==> src/rtl/alu_multicycle.sv <==
// Multi-cycle ALU with enable/busy/done handshake; MUL/DIV/MOD run bit-serially over WIDTH steps.
// IDLE | accepting ops, single-cycle results written here ; ITER | iterative op, one step per edge
module alu_multicycle #(
  parameter int WIDTH = 32,
  parameter int CNT_W = $clog2(WIDTH + 1)
) (
  input  logic             clk,
  input  logic             rst,
  input  logic [WIDTH-1:0] A_bus,
  input  logic [WIDTH-1:0] B_bus,
  input  logic [3:0]       Control,
  input  logic             enable,
  output logic [WIDTH-1:0] C_bus,
  output logic             Z_flag,
  output logic             DZ_flag,
  output logic             OV_flag,
  output logic             busy,
  output logic             done
);

  localparam logic [3:0] OP_ADD   = 4'b0001;
  localparam logic [3:0] OP_SUB   = 4'b0010;
  localparam logic [3:0] OP_MUL   = 4'b0011;
  localparam logic [3:0] OP_MOD   = 4'b0100;
  localparam logic [3:0] OP_PASSA = 4'b0101;
  localparam logic [3:0] OP_PASSB = 4'b0110;
  localparam logic [3:0] OP_INC   = 4'b0111;
  localparam logic [3:0] OP_DEC   = 4'b1000;
  localparam logic [3:0] OP_RST   = 4'b1001;
  localparam logic [3:0] OP_DIV   = 4'b1010;

  typedef enum logic {S_IDLE, S_ITER} state_t;

  state_t           state_q;
  logic [3:0]       op_q;
  logic [CNT_W-1:0] cnt_q;
  logic [WIDTH-1:0] hi_q, lo_q, opnd_q;
  logic [WIDTH-1:0] c_q;
  logic             z_q, dz_q, ov_q, busy_q, done_q;

  logic [WIDTH:0]   mul_sum;
  logic [WIDTH:0]   div_shift;
  logic             div_ge;
  logic [WIDTH-1:0] hi_d, lo_d;
  logic [WIDTH-1:0] it_res;
  logic             opnd_zero;
  logic [WIDTH-1:0] sc_res;
  logic             sc_wr;
  logic             is_iter;

  // MUL: {hi,lo} is the product shifting right, lo starts as B, opnd is A.
  // DIV/MOD: hi is the partial remainder, lo shifts the dividend out and the quotient in, opnd is B.
  always_comb begin
    mul_sum   = {1'b0, hi_q} + (lo_q[0] ? {1'b0, opnd_q} : '0);
    div_shift = {hi_q, lo_q[WIDTH-1]};
    div_ge    = div_shift >= {1'b0, opnd_q};
    hi_d      = hi_q;
    lo_d      = lo_q;
    if (op_q == OP_MUL) begin
      hi_d = mul_sum[WIDTH:1];
      lo_d = {mul_sum[0], lo_q[WIDTH-1:1]};
    end else begin
      hi_d = div_ge ? (div_shift[WIDTH-1:0] - opnd_q) : div_shift[WIDTH-1:0];
      lo_d = {lo_q[WIDTH-2:0], div_ge};
    end
  end

  always_comb begin
    opnd_zero = (opnd_q == '0);
    case (op_q)
      OP_DIV:  it_res = opnd_zero ? '1 : lo_d;
      OP_MOD:  it_res = opnd_zero ? '0 : hi_d;
      default: it_res = lo_d;
    endcase
  end

  always_comb begin
    sc_res  = c_q;
    sc_wr   = 1'b1;
    is_iter = 1'b0;
    case (Control)
      OP_ADD:   sc_res = A_bus + B_bus;
      OP_SUB:   sc_res = A_bus - B_bus;
      OP_PASSA: sc_res = A_bus;
      OP_PASSB: sc_res = B_bus;
      OP_INC:   sc_res = A_bus + WIDTH'(1);
      OP_DEC:   sc_res = A_bus - WIDTH'(1);
      OP_RST:   sc_res = '0;
      OP_MUL, OP_DIV, OP_MOD: begin
        sc_wr   = 1'b0;
        is_iter = 1'b1;
      end
      default:  sc_wr = 1'b0;
    endcase
  end

  always_ff @(posedge clk) begin
    if (rst) begin
      state_q <= S_IDLE;
      op_q    <= '0;
      cnt_q   <= '0;
      hi_q    <= '0;
      lo_q    <= '0;
      opnd_q  <= '0;
      c_q     <= '0;
      z_q     <= 1'b0;
      dz_q    <= 1'b0;
      ov_q    <= 1'b0;
      busy_q  <= 1'b0;
      done_q  <= 1'b0;
    end else begin
      done_q <= 1'b0;
      case (state_q)
        S_IDLE: begin
          if (enable) begin
            op_q <= Control;
            if (is_iter) begin
              state_q <= S_ITER;
              busy_q  <= 1'b1;
              cnt_q   <= CNT_W'(WIDTH);
              hi_q    <= '0;
              opnd_q  <= (Control == OP_MUL) ? A_bus : B_bus;
              lo_q    <= (Control == OP_MUL) ? B_bus : A_bus;
            end else begin
              done_q <= 1'b1;
              if (sc_wr) begin
                c_q <= sc_res;
                z_q <= (sc_res == '0);
              end
            end
          end
        end
        S_ITER: begin
          hi_q  <= hi_d;
          lo_q  <= lo_d;
          cnt_q <= cnt_q - CNT_W'(1);
          if (cnt_q == CNT_W'(1)) begin
            state_q <= S_IDLE;
            busy_q  <= 1'b0;
            done_q  <= 1'b1;
            c_q     <= it_res;
            z_q     <= (it_res == '0);
            if (op_q == OP_MUL) ov_q <= |hi_d;
            else                dz_q <= opnd_zero;
          end
        end
        default: state_q <= S_IDLE;
      endcase
    end
  end

  assign C_bus   = c_q;
  assign Z_flag  = z_q;
  assign DZ_flag = dz_q;
  assign OV_flag = ov_q;
  assign busy    = busy_q;
  assign done    = done_q;

endmodule
==> config.mk <==
export PLATFORM = sky130hd
export DESIGN_NAME = alu_multicycle
export DESIGN_NICKNAME = d
export VERILOG_FILES = /design/src/rtl/alu_multicycle.sv
export SDC_FILE = /design/constraint.sdc
export NUM_CORES = 1
export LEC_CHECK = 0
export CAP_MARGIN = 15
export CELL_PAD_IN_SITES_DETAIL_PLACEMENT = 1
export CELL_PAD_IN_SITES_GLOBAL_PLACEMENT = 1
export CORE_MARGIN = 4
export CORE_UTILIZATION = 40
export CTS_CLUSTER_DIAMETER = 150
export DETAILED_ROUTE_END_ITERATION = 7
export PLACE_DENSITY = 0.84
export SYNTH_ARGS = -nofsm -noshare
export SYNTH_HDL_FRONTEND = slang
export SYNTH_SLANG_ARGS = --single-unit
==> constraint.sdc <==
create_clock -name clk -period 4.95 [get_ports clk]
set_input_delay 0.99 -clock clk [delete_from_list [all_inputs] [get_ports clk]]
set_output_delay 0.99 -clock clk [all_outputs]
set_load 0.005 [all_outputs]
==> flow_summary.json, run 1 <==
{
  "p_sw_uw": 3524,
  "antenna_found_initial": 1,
  "ys_seq_area_frac": 0.1842,
  "cp_max_fo": 4,
  "path_clk_slew_ps": 70,
  "grt_pass1_vias": 20330,
  "first_iter_violations": 2152,
  "tritoncts": "built",
  "cts_root_buf": "clkbuf_16",
  "hold_path_depth": 1,
  "cts_hold_buf": 0,
  "drv_slew": 0,
  "synth-main-ff-cell": "dfxtp_1",
  "grt.overflow.total": 0,
  "diodes": 0,
  "maxCapViolCount": 0,
  "endpoint_kind": "flip-flop",
  "synth_cell_types": 98,
  "clockPowerShare": 0.195,
  "synth-seq-cells": 144,
  "seq_area_um2": 2884,
  "whs_ps": 487.1,
  "cpLargestDelayFamily": "simple AND/OR/NAND/NOR gates",
  "tightest_slew_ps": 1050,
  "port_buffers": 107,
  "hold_viol_final": 0,
  "drtAntennaViolNets": 0,
  "r2r_cells": 15,
  "drive_above_1_share": 0.2342,
  "critPathArrivalTime_ps": 5840,
  "path_buf_inv": 5,
  "nFillCells": 4706,
  "period_needed_ps": 5464,
  "vias": 20470,
  "grt_max_degree": 88,
  "seqPwrFrac": 0.178,
  "core_um2": 38650,
  "status": "finished with violations",
  "swShare": 0.4729,
  "firstDrtPassIters": 7,
  "skew_ps": 12.26,
  "hold_path_class": "flip-flop to flip-flop",
  "p_int_uw": 3928,
  "track_usage": 0.3514,
  "rsz0062_at_grt": "yes",
  "cp_slowest_stage_delay_ps": 430,
  "synth_area_um2": 15650,
  "synthCells": 2196,
  "yosysWarnings": 0,
  "fp.dieH_um": 205.8,
  "max_freq_ghz": 0.1830,
  "fin_crit_sh": 1.104,
  "synthesis.nets": 2368,
  "pre_cts_ws_ps": -1202,
  "multiInputGateArea_um2": 12600,
  "initial_core_util": 0.4050,
  "htree_levels": 4,
  "synth_edf_count": 0,
  "p_per_area_nw_per_um2": 356.1,
  "detail_route.vias_per_cell": 6.721,
  "path_depth": 26,
  "clock_tree.buffer_depth": 2,
  "io_pins": 108,
  "dieArea_um2": 42360,
  "async_flop_share": 0,
  "crit_required_ps": 5330,
  "fin_nets": 2687,
  "syn_area_per_cell_um2": 7.128,
  "synthToLayoutAreaGrowth_pct": 33.69,
  "start_kind": "primary input",
  "leakagePower_uw": 0.008746,
  "numCtsBuffers": 17,
  "drc": 0,
  "max-slew-margin-rel": 0.3002,
  "wl_per_cell_um": 27.11,
  "die-width_um": 205.8,
  "dp_hpwl_um": 57760,
  "row_count": 72,
  "max-vdd-ir-drop_uv": 261.5,
  "violations": "negative setup slack",
  "cpMaxStageDelayCell": "or4_4",
  "grt_pass1_wl_um": 117500,
  "place.gp.congestion": 0.9957,
  "setup-violations-final": 15,
  "crit_type": "primary input to flip-flop",
  "fin_ws_ps": -514.0,
  "clock_sinks": 144,
  "power_frac_comb": 0.627,
  "clock_latency_ps": 450,
  "drt_wl_total_um": 82580
}
==> per-stage QoR <==
| stage | std cells | total power, uW | TNS, ps | utilization | area (um2) |
|---|---|---|---|---|---|
| 2_1_floorplan | 2196 | 3731 | -133.3 | - | 15800 |
| 3_3_place_gp | 2966 | 5454 | -11780 | 0.4975 | 19230 |
| 3_5_place_dp | 2966 | 5550 | -15280 | 0.4975 | 19230 |
| 4_1_cts | 3023 | 7085 | -427.5 | 0.5245 | 20270 |
| 5_1_grt | 3046 | 7725 | -5436 | 0.5414 | 20930 |
| 6_report | 3046 | 7452 | -3746 | 0.5414 | 20930 |
==> power by group through the flow <==
| stage | Sequential [uW] | Combinational, uW | Clock (uW) |
|---|---|---|---|
| 5_1_grt | 1330 | 4890 | 1510 |
| 4_1_cts | 1320 | 4320 | 1450 |
| 2_1_floorplan | 1300 | 2430 | 0 |
| 6_report | 1320 | 4670 | 1460 |
| 3_3_place_gp | 1340 | 4120 | 0 |
| 3_5_place_dp | 1340 | 4210 | 0 |
==> registers in the layout, indices dropped and copies added (netlist names), 4 cells and up <==
name	cells
hi_q	32
op_q	4
lo_q	32
cnt_q	6
opnd_q	32
C_bus	32
==> worst register-to-register path, stage by stage (launching register included) <==
cell	delay [ps]
dfxtp_1	430
inv_1	70
ha_1	450
nand4_1	310
nor4_2	450
nand4_1	160
nand3_1	230
or2_1	380
mux2i_1	330
o221ai_1	230
a2111oi_0	450
nand3b_1	240
nor4_1	320
buf_4	170
nand4_1	200
o211ai_2	210
==> kinds of logic (layout without fill, tap and decap cells) <==
family                   count (synthesis)  count (layout)  share of synthesized area
AND/OR/NAND/NOR                        765             765                     0.2298
buffers and inverters                  240             572                    0.06291
multiplexers                            97              97                    0.06475
adder cells (fa/ha/maj)                101             101                    0.08217
XOR/XNOR                                90              90                    0.05084
AO/OA/AOI/OAI                          759             759                     0.3253
flip-flops                             144             144                     0.1842
==> synth_stat cells, drive strengths merged (34+ instances only) <==
| cell type | instances | area share |
|---|---|---|
| nor3 | 55 | 0.018 |
| a222oi | 40 | 0.026 |
| ha | 98 | 0.078 |
| nand4 | 35 | 0.014 |
| mux2 | 34 | 0.024 |
| xnor2 | 49 | 0.028 |
| clkbuf | 114 | 0.028 |
| a211oi | 65 | 0.032 |
| nand3 | 37 | 0.012 |
| xor2 | 41 | 0.023 |
| nor2 | 272 | 0.065 |
| nand2 | 196 | 0.047 |
| o21ai | 153 | 0.049 |
| and2 | 39 | 0.016 |
| a21o | 48 | 0.023 |
| inv | 79 | 0.019 |
| a21oi | 208 | 0.067 |
| dfxtp | 144 | 0.18 |
| buf | 46 | 0.016 |
| mux2i | 63 | 0.040 |
==> final cells by class <==
type / count / area share
well taps: 518 / 0.03097
clock buffers: 18 / 0.02099
repair buffers: 461 / 0.1839
clock inverters: 14 / 0.009627
multi-input cells: 1812 / 0.6022
flip-flops and latches: 144 / 0.1378
inverters: 79 / 0.01441
==> routing by layer <==
metal  global-route usage  share of wire  up-vias
li1                     -              -     8816
met1               0.4428           0.39    10030
met2               0.5939           0.47     1248
met3              0.04019          0.080      374
met4               0.1768          0.066        0
met5                    0              0        -
==> placed cells by master, fill, tap and decap left out, types with 36 or more instances in the layout <==
master / synthesis / routed
a211oi_1: 63 / 58
a21o_1: 48 / 48
a21oi_1: 206 / 185
a222oi_1: 40 / 40
and2_1: 37 / 36
buf_4: 3 / 329
clkdlybuf4s50_1: 0 / 90
dfxtp_1: 144 / 143
ha_1: 98 / 96
inv_1: 78 / 76
mux2i_1: 63 / 63
nand2_1: 196 / 186
nor2_1: 271 / 259
nor3_1: 55 / 44
o21ai_0: 147 / 127
xnor2_1: 48 / 43
xor2_1: 41 / 38
==> final timing paths <==
kind,endpoint,start,slack (ps)
hold reg to reg,cnt_q[5],cnt_q[5],490
hold / removal,cnt_q[5],cnt_q[5],490
setup / recovery,Z_flag,B_bus[1],-510
setup reg to reg,Z_flag,opnd_q[20],260
==> timing repair <==
action,4_1_cts,5_1_grt
gates cloned,0,0
setup endpoints to repair,16,20
pin swaps,49,92
buffers inserted,25,28
gates resized for setup,91,123
No activity file was read; power rests on OpenSTA's default activity.
==> run 2: changes to the inputs <==
--- a/config.mk
+++ b/config.mk
@@ -8,9 +8,12 @@
 export CAP_MARGIN = 15
 export CELL_PAD_IN_SITES_DETAIL_PLACEMENT = 1
 export CELL_PAD_IN_SITES_GLOBAL_PLACEMENT = 1
+export CORE_ASPECT_RATIO = 1.4
 export CORE_MARGIN = 4
 export CORE_UTILIZATION = 40
+export CTS_BUF_LIST = sky130_fd_sc_hd__clkbuf_16
 export CTS_CLUSTER_DIAMETER = 150
+export CTS_CLUSTER_SIZE = 40
 export DETAILED_ROUTE_END_ITERATION = 7
 export PLACE_DENSITY = 0.84
 export SYNTH_ARGS = -nofsm -noshare
==> run 2 against run 1 <==
  * The flow still finishes with violations (negative setup slack)
  * Non-clock buffer count decreased by 17
  * Highest routed layer is now met5
  * Power shrank 5.4%
  * Cell count decreased by 0.36%
==> flow_summary.json, run 2 (synthesized netlist as in run 1, its figures left out) <==
{
  "rsz0062_at_grt": "yes",
  "start_kind": "primary input",
  "htree_levels": 4,
  "p_per_area_nw_per_um2": 342.1,
  "hold_viol_final": 0,
  "fin_total_pwr_uw": 7053,
  "hold_path_depth": 1,
  "fin_crit_sh": 1.093,
  "grt_pass1_vias": 20750,
  "initial_core_util": 0.4054,
  "fin_ws_ps": -458.5,
  "detail_route.vias_per_cell": 6.573,
  "clock_latency_ps": 450,
  "period_needed_ps": 5408,
  "critPathArrivalTime_ps": 5780,
  "crit_type": "primary input to flip-flop",
  "antenna_found_initial": 3,
  "drv_slew": 0,
  "max_freq_ghz": 0.1849,
  "violations": "negative setup slack",
  "routed.top_layer": "met5",
  "met2_length_um": 38590,
  "drt_wl_total_um": 80000,
  "min_to": "cnt_q[5]",
  "r2r_cells": 18,
  "firstDrtPassIters": 6,
  "drc": 0,
  "cts_root_buf": "clkbuf_16",
  "met1Wirelength_um": 28900,
  "max-vdd-ir-drop_uv": 278.3,
  "track_usage": 0.3466,
  "wl_met3_um": 5189,
  "hp-start": "cnt_q[5]",
  "clock_sinks": 144,
  "dieArea_um2": 42410,
  "fin_nets": 2670,
  "whs_ps": 495.9,
  "dp_hpwl_um": 58280,
  "row_count": 85,
  "r2r-end": "OV_flag",
  "drtAntennaViolNets": 0,
  "fin_util": 0.5339,
  "grt.overflow.total": 0,
  "setup_tns_ps": -2229,
  "cts_hold_buf": 0,
  "layout_common_cells": "buf_4 (326), nor2_1 (262), a21oi_1 (190), nand2_1 (188), dfxtp_1 (142)",
  "status": "finished with violations",
  "setup-violations-final": 15,
  "clock_tree.buffer_depth": 2,
  "hold_path_class": "flip-flop to flip-flop",
  "grt_max_degree": 79,
  "synthToLayoutAreaGrowth_pct": 31.69,
  "first_iter_violations": 2043,
  "endpoint_kind": "flip-flop",
  "wl_per_cell_um": 26.36,
  "die-width_um": 175.2,
  "vias": 19950,
  "tightest_slew_ps": 1054,
  "io_pins": 108,
  "grt_pass1_wl_um": 117600,
  "leakagePower_uw": 0.008629,
  "layout_commonest_cell": "buf_4",
  "path_clk_slew_ps": 70,
  "r2r-start": "lo_q[31]",
  "crit_required_ps": 5320,
  "cp_max_fo": 4,
  "port_buffers": 107,
  "skew_ps": 16.22,
  "reg2reg_slack_ps": 140,
  "place.gp.congestion": 1.029,
  "core_um2": 38610,
  "max-slew-margin-rel": 0.2963,
  "drive_above_1_share": 0.2210,
  "tritoncts": "built",
  "fp.dieH_um": 242.1,
  "numCtsBuffers": 17,
  "maxCapViolCount": 0,
  "crit_path_start": "B_bus[1]"
}
## run 2: cell count changes in the layout (fill, tap and decap cells not counted), moves of 4 or more
cell / previous run / this run
nor2_2: 10 / 5
dlygate4sd2_1: 7 / 12
xnor2_1: 43 / 47
a21oi_2: 20 / 14
buf_6: 23 / 9
clkdlybuf4s50_1: 90 / 86
o21ai_0: 127 / 122
o21ai_1: 17 / 21
xnor2_2: 6 / 2
a21oi_1: 185 / 190
inv_6: 5 / 0
## run 2: layout make-up
| cell class | instances | area (um2) |
|---|---|---|
| Timing Repair Buffer | 444 | 3659 |
| Fill cell | 4742 | 17990 |
| Tap cell | 522 | 653.1 |
| Antenna cell | 2 | 5.005 |
| Multi-Input combinational cell | 1812 | 12510 |
| Clock buffer | 17 | 425.4 |
| Clock inverter | 15 | 153.9 |
| Inverter | 79 | 321.6 |
| Sequential cell | 144 | 2885 |
## run 2: repair_timing
item                       in CTS  in global routing
hold endpoints to repair        0                  0
gates resized for setup        98                103
setup buffers                  26                 19
gates cloned                    0                  0
setup endpoints to repair      17                 21
pin swaps                      54                 64
## run 2: how the worst max path moves through the flow
stage | end | slack, ps
3_3_place_gp | Z_flag | -990
2_1_floorplan | Z_flag | -130
4_1_cts | Z_flag | -120
5_1_grt | Z_flag | -590
3_5_place_dp | Z_flag | -1160
6_report | Z_flag | -460
## run 2: routing by layer
metal	up-vias	GRT usage
met5	-	0
met4	2	0.2499
met3	394	0.04355
met2	1056	0.6028
met1	9712	0.3863
li1	8784	-
## run 2: worst max-delay path, stage by stage
cell,delay (ps)
buf_12,110
clkinv_8,40
ha_4,120
nor4b_4,320
buf_4,190
nand2b_4,60
buf_4,130
buf_4,130
buf_4,130
buf_4,120
buf_4,140
a31oi_1,230
o21ai_1,130
ha_1,320
and3_1,290
a31oi_2,180
o2bb2ai_1,180
buf_4,140
nor3_1,430
o21a_1,210
o31ai_1,100
nor4_2,340
nand4_1,190
nor4_2,300
nand4_1,140
o211ai_2,80
## run 2: power by group
group          internal, uW  switching, uW  leakage [uW]  total [uW]
Combinational          1710           2700       0.00716        4410
Clock                   780            539      0.000295        1320
Sequential             1230           97.8       0.00117        1330
## run 2: stage by stage
step	instance area (um2)	instances	setup slack, ps
global route	20610	3034	-586.0
global placement	19110	2957	-994.2
detailed placement	19110	2957	-1157
floorplan	15800	2196	-133.3
finish	20610	3035	-458.5
CTS	20090	3015	-119.0
==> run 3: changes to the inputs <==
--- a/config.mk
+++ b/config.mk
@@ -10,12 +10,14 @@
 export CELL_PAD_IN_SITES_GLOBAL_PLACEMENT = 1
 export CORE_ASPECT_RATIO = 1.4
 export CORE_MARGIN = 4
-export CORE_UTILIZATION = 40
+export CORE_UTILIZATION = 34
 export CTS_BUF_LIST = sky130_fd_sc_hd__clkbuf_16
 export CTS_CLUSTER_DIAMETER = 150
 export CTS_CLUSTER_SIZE = 40
 export DETAILED_ROUTE_END_ITERATION = 7
-export PLACE_DENSITY = 0.84
+export GPL_TIMING_DRIVEN = 1
+export PLACE_DENSITY = 0.74
 export SYNTH_ARGS = -nofsm -noshare
 export SYNTH_HDL_FRONTEND = slang
 export SYNTH_SLANG_ARGS = --single-unit
+export TNS_END_PERCENT = 100
==> run 3 against run 2 <==
  * The run still ends with negative setup slack left
  * Wire length shrank 4.9%
  * Combinational power up 1%
  * Clock power rose by 4%
  * Core utilization decreased by 7.5 points
  * Setup slack gained 170 ps
  * Die area increased by 17%
  * Flip-flop and latch count stayed put
  * Non-clock buffer count rose by 17
  * Global-route usage fell by 5.4 points
  * Highest routed layer is now met4
==> flow_summary.json, run 3 (synthesized netlist as in run 1, its figures left out) <==
{
  "status": "finished with violations",
  "violations": "negative setup slack",
  "cts_hold_buf": 0,
  "htree_levels": 4,
  "nFillCells": 5612,
  "fin_nets": 2687,
  "detail_route.vias_per_cell": 6.140,
  "maxCapViolCount": 0,
  "multiInputGateArea_um2": 12440,
  "fin_util": 0.4591,
  "row_count": 92,
  "endpoint_kind": "flip-flop",
  "grt_max_degree": 74,
  "layout_commonest_cell": "buf_4",
  "hold_path_depth": 1,
  "crit_type": "primary input to flip-flop",
  "max_freq_ghz": 0.1908,
  "antenna_found_initial": 0,
  "path_clk_slew_ps": 70,
  "max-vdd-ir-drop_uv": 287.5,
  "tritoncts": "built",
  "track_usage": 0.2921,
  "place.gp.congestion": 0.9925,
  "setup-violations-final": 4,
  "numCtsBuffers": 17,
  "post_dp_cell_area_um2": 19490,
  "cpLargestDelayFamily": "simple AND/OR/NAND/NOR gates",
  "drt_wl_total_um": 76060,
  "grt_pass1_wl_um": 114900,
  "min_to": "cnt_q[5]",
  "io_pins": 108,
  "setup_tns_ps": -481.9,
  "vias": 19260,
  "synthToLayoutAreaGrowth_pct": 32.68,
  "path_buf_inv": 5,
  "skew_ps": 15.23,
  "seq_area_um2": 2885,
  "cp_common_cell": "buf_4",
  "first_iter_violations": 1312,
  "layout_common_cells": "buf_4 (345), nor2_1 (263), a21oi_1 (194), nand2_1 (188), dfxtp_1 (142)",
  "design_area_um2": 20770,
  "fin_crit_sh": 1.059,
  "clock_tree.buffer_depth": 2,
  "dp_hpwl_um": 58960,
  "hold_path_class": "flip-flop to flip-flop",
  "leakagePower_uw": 0.008655,
  "crit_required_ps": 5320,
  "dieArea_um2": 49580,
  "rsz0062_at_grt": "yes",
  "cp_slowest_stage_delay_ps": 550,
  "fin_ws_ps": -291.9,
  "core_um2": 45240,
  "hold_viol_final": 0,
  "diodes": 0,
  "initial_core_util": 0.3460,
  "firstDrtPassIters": 6,
  "drc": 0,
  "tightest_slew_ps": 1066,
  "drive_above_1_share": 0.2221,
  "cp_max_fo": 3,
  "r2r_cells": 14,
  "fp.dieH_um": 261.9,
  "p_per_area_nw_per_um2": 345.2,
  "crit_path_start": "B_bus[1]",
  "port_buffers": 107,
  "clock_sinks": 144,
  "die-width_um": 189.3,
  "grt.overflow.total": 0,
  "cp_cell_sequence": "buf_8 > inv_6 > ha_4 > nor4b_4 > nand2b_1 > or3_4 > buf_4 > buf_4 > a31oi_1 > o21ai_0 > ha_1 > o21ai_0 > o21bai_1 > a31oi_2 > xor2_1 > o221ai_1 > or4_4 > nor4_2 > buf_4 > nand4_1 > nor4_2 > nand4_1 > o211ai_2",
  "cts_root_buf": "clkbuf_16",
  "wl_per_cell_um": 24.25,
  "r2r-start": "op_q[0]",
  "grt_pass1_vias": 20210,
  "hp-start": "cnt_q[5]",
  "clock_latency_ps": 440,
  "drv_slew": 0,
  "reg2reg_slack_ps": 220,
  "max-slew-margin-rel": 0.2883,
  "r2r-end": "Z_flag",
  "critPathArrivalTime_ps": 5610,
  "drtAntennaViolNets": 0,
  "start_kind": "primary input",
  "cpMaxStageDelayCell": "or4_4",
  "period_needed_ps": 5242
}
## run 3: cell types whose count changed in the layout (fill, tap and decap cells not counted), sizes merged, moves of 2 or more
cell and change:
buf +18, clkinv -6, clkdlybuf4s50 +3, dlygate4sd2 -3
clkinvlp +2, diode -2
## run 3: how the worst max path moves through the flow
| stage | end | slack, ps | depth (start not counted) |
|---|---|---|---|
| after floorplan | Z_flag | -130 | 20 |
| after global routing | Z_flag | -560 | 23 |
| after detailed placement | Z_flag | -1210 | 23 |
| after global placement | Z_flag | -960 | 25 |
| final | Z_flag | -290 | 23 |
| after CTS | Z_flag | -150 | 23 |
## run 3: worst reg2reg max path: cells and delay by family (launching register included)
kind | cells | cell delay [ps]
AND/OR/NAND/NOR | 6 | 2610
flip-flops | 1 | 450
AO/OA/AOI/OAI | 3 | 620
buffers and inverters | 4 | 720
multiplexers | 1 | 270
## run 3: power by group
part           total (uW)  leakage (uW)  internal (uW)  switching [uW]
registers            1320       0.00117           1230            95.5
clock network        1370      0.000293            831             542
logic                4470       0.00719           1780            2700
## run 3: cell type report
| class | count | share of cell area |
|---|---|---|
| multi-input combinational | 1812 | 0.5991 |
| timing repair buffer | 461 | 0.1816 |
| sequential | 144 | 0.1389 |
| tap | 611 | 0.03681 |
| clock buffer | 17 | 0.02048 |
| inverter | 79 | 0.01464 |
| clock inverter | 13 | 0.008375 |
## run 3: per-stage QoR
stage          instances  power [uW]  hold slack, ps  setup WS, ps
2_1_floorplan       2196        3731           433.4        -133.3
3_3_place_gp        3082        5453           451.7        -957.3
3_5_place_dp        3082        5539           463.6         -1205
4_1_cts             3129        7005           481.0        -154.9
5_1_grt             3137        7497           507.1        -564.8
6_report            3137        7169           474.7        -291.9
## run 3: timing repair
action,CTS,global route
gates resized for setup,97,70
gates cloned,0,0
setup endpoints to repair,18,18
pin swaps,60,60
buffers inserted,17,9
## run 3: per-layer routing
layer / up-vias / GRT usage / part of all wire
met5: - / 0 / 0
li1: 8815 / - / -
met1: 9468 / 0.3244 / 0.38
met3: 261 / 0.02192 / 0.044
met4: 0 / 0.1946 / 0.077
met2: 718 / 0.5340 / 0.50
